==> src/rtl/es8psk_pkg.sv <==
// Shared es8psk transmitter definitions: FIR geometry and sequencer state type.
package es8psk_pkg;

  localparam int unsigned FIR_TAPS = 46;
  localparam int unsigned FIR_LAT  = 8;

  typedef enum logic [1:0] {
    IDLE  = 2'd0,
    RUN   = 2'd1,
    FLUSH = 2'd2
  } seq_state_t;

endpackage

==> src/rtl/tag_pipe.sv <==
// Shift pipe carrying {valid, last} tags alongside the FIR data path.
module tag_pipe #(
  parameter int unsigned Depth = 9
) (
  input  logic clk_i,
  input  logic rst_ni,
  input  logic valid_i,
  input  logic last_i,
  output logic valid_o,
  output logic last_o,
  output logic any_valid_o
);

  logic [Depth-1:0] valid_q, valid_d;
  logic [Depth-1:0] last_q, last_d;

  // Shift one stage per clock; new tag enters at stage 0.
  always_comb begin
    valid_d    = valid_q << 1;
    last_d     = last_q << 1;
    valid_d[0] = valid_i;
    last_d[0]  = last_i;
  end

  // Tag registers with synchronous clear.
  always_ff @(posedge clk_i) begin
    if (!rst_ni) begin
      valid_q <= '0;
      last_q  <= '0;
    end else begin
      valid_q <= valid_d;
      last_q  <= last_d;
    end
  end

  assign valid_o     = valid_q[Depth-1];
  assign last_o      = last_q[Depth-1];
  assign any_valid_o = |valid_q;

endmodule

==> src/rtl/fir_45_seq.sv <==
// Burst sequencer for fir_45: zero-stuffs gaps, flushes the tail, re-frames the output.
module fir_45_seq #(
  parameter int unsigned W       = 20,
  parameter int unsigned TAPS    = es8psk_pkg::FIR_TAPS,
  parameter int unsigned FIR_LAT = es8psk_pkg::FIR_LAT,
  parameter int unsigned GAP_MAX = 64
) (
  input  logic         clk,
  input  logic         reset_b,
  input  logic [W-1:0] s_data,
  input  logic         s_valid,
  input  logic         s_last,
  output logic         s_ready,
  output logic [W-1:0] fir_din,
  input  logic [W-1:0] fir_dout,
  output logic [W-1:0] m_data,
  output logic         m_valid,
  output logic         m_last,
  output logic         err_gap,
  output logic         busy
);

  import es8psk_pkg::*;

  localparam int unsigned GW = $clog2(GAP_MAX + 1);
  localparam int unsigned FW = $clog2(TAPS);
  localparam logic [GW-1:0] GapMax   = GW'(GAP_MAX);
  localparam logic [FW-1:0] FlushLen = FW'(TAPS - 1);

  seq_state_t    state_q, state_d;
  logic [GW-1:0] gap_q, gap_d;
  logic [FW-1:0] flush_q, flush_d;
  logic [W-1:0]  din_q, din_d;
  logic          err_q, err_d;
  logic [W-1:0]  m_data_q;
  logic          m_valid_q, m_last_q;
  logic          hs, tag_valid, tag_last;
  logic          pipe_valid, pipe_last, pipe_any;

  assign s_ready = (state_q != FLUSH);
  assign hs      = s_valid && s_ready;

  // Next-state, counters and the tags for the sample entering fir_din this edge.
  always_comb begin
    state_d  = state_q;
    gap_d    = gap_q;
    flush_d  = flush_q;
    err_d    = 1'b0;
    tag_last = 1'b0;
    unique case (state_q)
      IDLE: begin
        if (hs) begin
          gap_d = '0;
          if (s_last) begin
            state_d = FLUSH;
            flush_d = FlushLen;
          end else begin
            state_d = RUN;
          end
        end
      end
      RUN: begin
        if (hs) begin
          gap_d = '0;
          if (s_last) begin
            state_d = FLUSH;
            flush_d = FlushLen;
          end
        end else begin
          // Idle cycle is still a (zero) sample; too many in a row ends the burst.
          gap_d = gap_q + GW'(1);
          if (gap_d == GapMax) begin
            state_d = FLUSH;
            flush_d = FlushLen;
            err_d   = 1'b1;
          end
        end
      end
      FLUSH: begin
        flush_d = flush_q - FW'(1);
        if (flush_q == FW'(1)) begin
          tag_last = 1'b1;
          state_d  = IDLE;
        end
      end
      default: state_d = IDLE;
    endcase
    // Valid while in a burst, including the edge that leaves FLUSH.
    tag_valid = (state_d != IDLE) || (state_q != IDLE);
    din_d     = hs ? s_data : '0;
  end

  // State, counters, FIR input and output framing registers.
  always_ff @(posedge clk) begin
    if (!reset_b) begin
      state_q   <= IDLE;
      gap_q     <= '0;
      flush_q   <= '0;
      din_q     <= '0;
      err_q     <= 1'b0;
      m_data_q  <= '0;
      m_valid_q <= 1'b0;
      m_last_q  <= 1'b0;
    end else begin
      state_q   <= state_d;
      gap_q     <= gap_d;
      flush_q   <= flush_d;
      din_q     <= din_d;
      err_q     <= err_d;
      m_data_q  <= fir_dout;
      m_valid_q <= pipe_valid;
      m_last_q  <= pipe_last;
    end
  end

  // Stage 0 lines up with fir_din; the last stage lines up with fir_dout.
  tag_pipe #(
    .Depth(FIR_LAT + 1)
  ) u_tag_pipe (
    .clk_i      (clk),
    .rst_ni     (reset_b),
    .valid_i    (tag_valid),
    .last_i     (tag_last),
    .valid_o    (pipe_valid),
    .last_o     (pipe_last),
    .any_valid_o(pipe_any)
  );

  assign fir_din = din_q;
  assign m_data  = m_data_q;
  assign m_valid = m_valid_q;
  assign m_last  = m_last_q;
  assign err_gap = err_q;
  assign busy    = (state_q != IDLE) || pipe_any || m_valid_q;

endmodule
==> config.mk <==
export PLATFORM = sky130hd
export DESIGN_NAME = fir_45_seq
export DESIGN_NICKNAME = d
export VERILOG_FILES = /design/src/rtl/es8psk_pkg.sv /design/src/rtl/tag_pipe.sv /design/src/rtl/fir_45_seq.sv
export SDC_FILE = /design/constraint.sdc
export NUM_CORES = 1
export LEC_CHECK = 0
export CAP_MARGIN = 20
export CORE_MARGIN = 10
export CORE_UTILIZATION = 46
export DETAILED_ROUTE_END_ITERATION = 10
export GPL_TIMING_DRIVEN = 0
export PLACE_DENSITY = 0.91
export SLEW_MARGIN = 20
export SYNTH_ARGS = -nofsm -noshare
export SYNTH_HDL_FRONTEND = slang
export SYNTH_SLANG_ARGS = --single-unit
==> constraint.sdc <==
create_clock -name clk -period 2.5 [get_ports clk]
set_input_delay 0.375 -clock clk [delete_from_list [all_inputs] [get_ports clk]]
set_output_delay 0.375 -clock clk [all_outputs]
set_load 0.1 [all_outputs]
Word-level counts from Yosys, hierarchy flattened
Cells that the tools add are included.
{"block": "op_classes", "addsub": 2, "n_eq_ne": 7, "n_mux": 17, "bitwise_logic": 2, "n_reduce_logical": 15}
{"operator": "2-to-1 mux 6 bit", "count": 4}
{"operator": "one-hot mux 6 bit (3 select lines)", "count": 1}
{"operator": "2-to-1 mux 7 bit", "count": 2}
{"operator": "one-hot mux 7 bit (2 select lines)", "count": 1}
{"operator": "2-to-1 mux 2 bit", "count": 6}
{"operator": "OR reduction 9 bit", "count": 1}
{"operator": "adder 7 x 1 -> 7 bit, second input constant", "count": 1}
{"operator": "== test 7 bit, second input constant", "count": 1}
{"operator": "== test 6 x 1 -> 1 bit, second input constant", "count": 1}
{"operator": "one-hot mux 2 bit (3 select lines)", "count": 1}
{"operator": "AND reduction 2 bit", "count": 3}
{"operator": "nonzero test 2 bit", "count": 3}
{"operator": "subtractor 6 x 1 -> 6 bit, second input constant", "count": 1}
{"operator": "!= test 2 bit, second input constant", "count": 2}
{"operator": "logical OR 1 bit", "count": 3}
{"operator": "!= test 3 bit, second input constant", "count": 1}
{"operator": "AND reduction 3 bit", "count": 1}
{"operator": "nonzero test 3 bit", "count": 1}
{"operator": "OR reduction 3 bit", "count": 1}
{"operator": "== test 2 x 1 -> 1 bit, second input constant", "count": 1}
{"operator": "== test 2 bit, second input constant", "count": 1}
{"operator": "zero test 2 bit", "count": 1}
{"operator": "2-to-1 mux 1 bit", "count": 2}
{"operator": "inverter 1 bit", "count": 2}
{"operator": "logical AND 1 bit", "count": 1}
{"block": "word_totals", "register_bits": 76, "output_inout_bits": 45, "elab_cells": 54}

Logic depth before layout (Yosys ltp)
{"block": "logic_depth", "word_depth": 7, "depth_mapped": 9, "depth_no_buf": 7}

By module
Synthesis repeated with hierarchy kept, for this count alone.
{"block": "hier_totals", "cells_unflattened": 296, "area_unflattened_um2": 2889.0}
{"module": "fir_45_seq", "instances": 1, "cells_per_inst": 255, "area_per_inst_um2": 2367.3}
{"module": "tag_pipe", "instances": 1, "cells_per_inst": 41, "area_per_inst_um2": 521.8}

Worst setup path before layout
OpenSTA, ideal clock, no wires.
{"block": "synth_path", "path_type": "register to output", "startpoint": "reg state_q[0]", "endpoint": "out busy", "arrival_ns": 2.146, "slack_ns": -0.021, "stages_incl_launch_ff": 7, "cell_sequence": "dfxtp_1 > inv_1 > ha_1 > clkbuf_1 > inv_1 > nor4_1 > nand3_1"}
{"block": "synth_via", "elab_chain_cells": 3}
{"item": "start, declared", "line_no": "fir_45_seq.sv:30", "text": "seq_state_t state_q, state_d;"}
{"item": "start signal, assigned", "line_no": "fir_45_seq.sv:105", "text": "state_q <= state_d;"}
{"item": "nonzero test 2 bit", "line_no": "fir_45_seq.sv:134", "text": "assign busy = (state_q != IDLE) || pipe_any || m_valid_q;"}
{"item": "logical OR 1 bit (2 in series)", "line_no": "fir_45_seq.sv:134"}
{"item": "end, declared", "line_no": "fir_45_seq.sv:20", "text": "output logic busy"}
No other way between the ends.

Worst setup path after layout
{"block": "layout_path", "startpoint": "reg state_q[0]", "endpoint": "out s_ready"}
{"block": "layout_via", "elab_chain_cells": 1}
{"item": "!= test 2 bit", "line_no": "fir_45_seq.sv:40", "text": "assign s_ready = (state_q != FLUSH);"}
{"item": "end, declared", "line_no": "fir_45_seq.sv:13", "text": "output logic s_ready,"}
No other way between the ends.

==> results.cfg <==
[floorplanning]
floorplan.initialDensity_pct = 47.9
num_rows = 28
die_w_um = 99.0
dieArea_um2 = 9790
io_pins = 89
coreArea_um2 = 5990
die_h_um = 99.0

[clock_network]
h-tree-depth = 3
cts_tree = yes
cts_setup_buffers = 0
cts-root-buf = clkbuf_8
clock-sinks = 76
clock_path_buffers = 2
cts_hold_buf = 0
clk-insertion-delay-late_ns = 0.35
cts_buffers = 9
clk_pin_slew_ns = 0.08

[worst_setup_path]
worst-path-stages = 4
worstPathCellList = inv_2 > ha_1 > inv_1 > clkdlybuf4s15_2
startpoint_type = flip-flop
worstReg2RegStart = state_q[0]
crit_path_max_fanout = 8
r2r_cells = 7
cp.required_ns = 2.12
critical_path_class = flip-flop to output pin
max_stage_delay_ns = 0.59
worstSetupStartpoint = state_q[0]
crit_buf_inv = 3
crit_path_end_kind = output pin
worst-r2r-setup-slack_ns = 0.36
critPathSlowestCell = clkdlybuf4s15_2
crit_arrival_ns = 1.99
r2r_end = u_tag_pipe.valid_q[0]
path_delay_family = buffers and inverters
crit_end = s_ready

[routing]
initialDrtViolationCount = 99
drtPass1Iterations = 4
top_layer = met4
ant_nets = 0
avgRoutedWirePerCell_um = 16.5
drc_errors = 0
drt-met1-wl_um = 3180
wl_met2_um = 3810
vias = 2435
dr_wl_met3_um = 479
drt_wl_total_um = 7600
vias_per_cell = 5.27

[grt]
antenna_found_initial = 0
grt_start_max_net_pins = 15
grt_overflow = 0
grt_use_total_pct = 15.5
grt_pass1_wl_um = 12400
grt_pass1_vias = 2483

[sta]
relSlewSlack_pct = 32.7
fmax_ghz = 0.423
setup_tns_ns = 0
clock_skew_ns = 0.00844
setup_violations = 0
setup_slack_ns = 0.134
slew_violations = 0
finalHoldViolCount = 0
worst_pin_slew_ns = 1.01
timing.hold.ws_ns = 0.437
rsz0062_at_grt = no
period_needed_ns = 2.37
finalCritPeriodShare_pct = 94.6

[yosys]
synth_seq_cells = 76
synthCells = 283
yosysTopAreaCell = dfxtp_1
synth_most_common_cell = dfxtp_1
synthArstFlopShare_pct = 0
synth_top_area_share_pct = 53.1
syn_area_um2 = 2870
synth_edf_count = 0
ys_seq_area_share_pct = 53.1
synth_ff_type = dfxtp_1
syn_nets = 334
synth_area_leaders = dfxtp_1 53%, and2_1 8.7%, and3_1 4.4%
syn-mean-instance-area_um2 = 10.1
ys_top_cells_by_count = 76 x dfxtp_1, 40 x and2_1, 20 x and3_1
yosysWarnings = 0
yosysUniqueCellTypes = 55

[finish]
fill_cells = 424
area_growth_pct = 41.0
nNetsFinal = 433
drive_above_1_share_pct = 10.3
finalNonFillerCells = 462
diodes = 0

[placed_design]
port_buffers = 88
dp_cells = 446
dp_slack_ns = -0.688
gp_congestion = 0.865
detailed_place_hpwl_um = 5780

[status]
status = finished, final reports clean

[power]
max-vdd-ir-drop_mv = 0.477
p_leak_nw = 1.59
power-per-cell-area_nw_per_um2 = 694
power_mw = 2.81

[job]
drv_cap = 0

[hold_path]
hp-class = flip-flop to flip-flop
-- per-stage QoR --
stage | utilization, % | area, um2
after detailed placement | 64.2 | 3850
after global routing | 67.5 | 4040
after global placement | 64.2 | 3850
final | 67.5 | 4040
after CTS | 67.3 | 4030
after floorplan | - | 2870
-- logic make-up after synthesis --
logic type | after synthesis | synth area share (%)
DFF | 76 | 53.1
buffers and inverters | 27 | 3.93
AOI/OAI and AO/OA | 55 | 15.5
xor gates and xnor gates | 1 | 0.305
adders and majority gates | 7 | 3.05
muxes | 2 | 0.872
and+or+nand+nor | 115 | 23.3
-- cells in the final DEF (no fill, tap or decap), types with 4 or more instances in the layout --
| master | count |
|---|---|
| dfxtp_1 | 76 |
| a21oi_1 | 10 |
| nor3_1 | 7 |
| ha_1 | 6 |
| and3_1 | 20 |
| o21ai_0 | 5 |
| nand3_1 | 4 |
| clkbuf_8 | 9 |
| nand2_1 | 15 |
| clkdlybuf4s50_1 | 86 |
| nor2_1 | 8 |
| inv_1 | 12 |
| and2_1 | 40 |
| clkbuf_1 | 11 |
| o211ai_1 | 5 |
| nor2b_1 | 4 |
-- worst min-delay path by stage --
stage                          from                    to  slack, ns  cells past startpoint
6_report       u_tag_pipe.last_q[2]  u_tag_pipe.last_q[3]       0.44                      1
5_1_grt        u_tag_pipe.last_q[8]                m_last       0.45                      1
4_1_cts        u_tag_pipe.last_q[6]  u_tag_pipe.last_q[7]       0.44                      1
3_5_place_dp   u_tag_pipe.last_q[6]  u_tag_pipe.last_q[7]       0.42                      1
3_3_place_gp   u_tag_pipe.last_q[0]  u_tag_pipe.last_q[1]       0.41                      1
2_1_floorplan  u_tag_pipe.last_q[8]                m_last       0.41                      1
-- cell type report --
type / instances / area [um2] / share of cell area [%]
Sequential cell: 76 / 1520 / 37.6
Multi-Input combinational cell: 180 / 1260 / 31.1
Timing Repair Buffer: 88 / 880 / 21.8
Clock buffer: 9 / 124 / 3.06
Tap cell: 75 / 93.8 / 2.32
Buffer: 14 / 67.6 / 1.67
Clock inverter: 7 / 51.3 / 1.27
Inverter: 13 / 48.8 / 1.21
-- metal layers --
layer	track usage, %	up-vias
met5	0	-
met4	6.73	0
met3	4.89	13
met2	26.4	84
met1	17.4	1150
li1	-	1188
-- report_power, final --
group	switching (mW)	internal, mW	total, mW
sequential	0.0320	1.26	1.29
clock	0.471	0.363	0.834
combinational	0.453	0.227	0.680
-- state kept, by name, indices dropped and copies added (netlist names) --
| signal | cells |
|---|---|
| gap_q | 7 |
| m_data | 20 |
| fir_din | 20 |
| m_valid | 1 |
| m_last | 1 |
| u_tag_pipe.last_q | 9 |
| state_q | 2 |
| err_gap | 1 |
| u_tag_pipe.valid_q | 9 |
| flush_q | 6 |
-- worst register-to-register path, cell delays in order (launching register included) --
cell      delay (ns)
dfxtp_1         0.37
inv_2           0.12
ha_1            0.36
nand2b_4        0.23
mux2_4          0.31
a221oi_2        0.31
a211oi_2        0.07
a211o_1         0.27
-- timing repair --
item	CTS	global route
endpoints found under the setup margin	2	1
hold endpoints to repair	0	0
gates resized for setup	13	2
pin swaps	0	1
No activity file was read; power rests on OpenSTA's default activity.
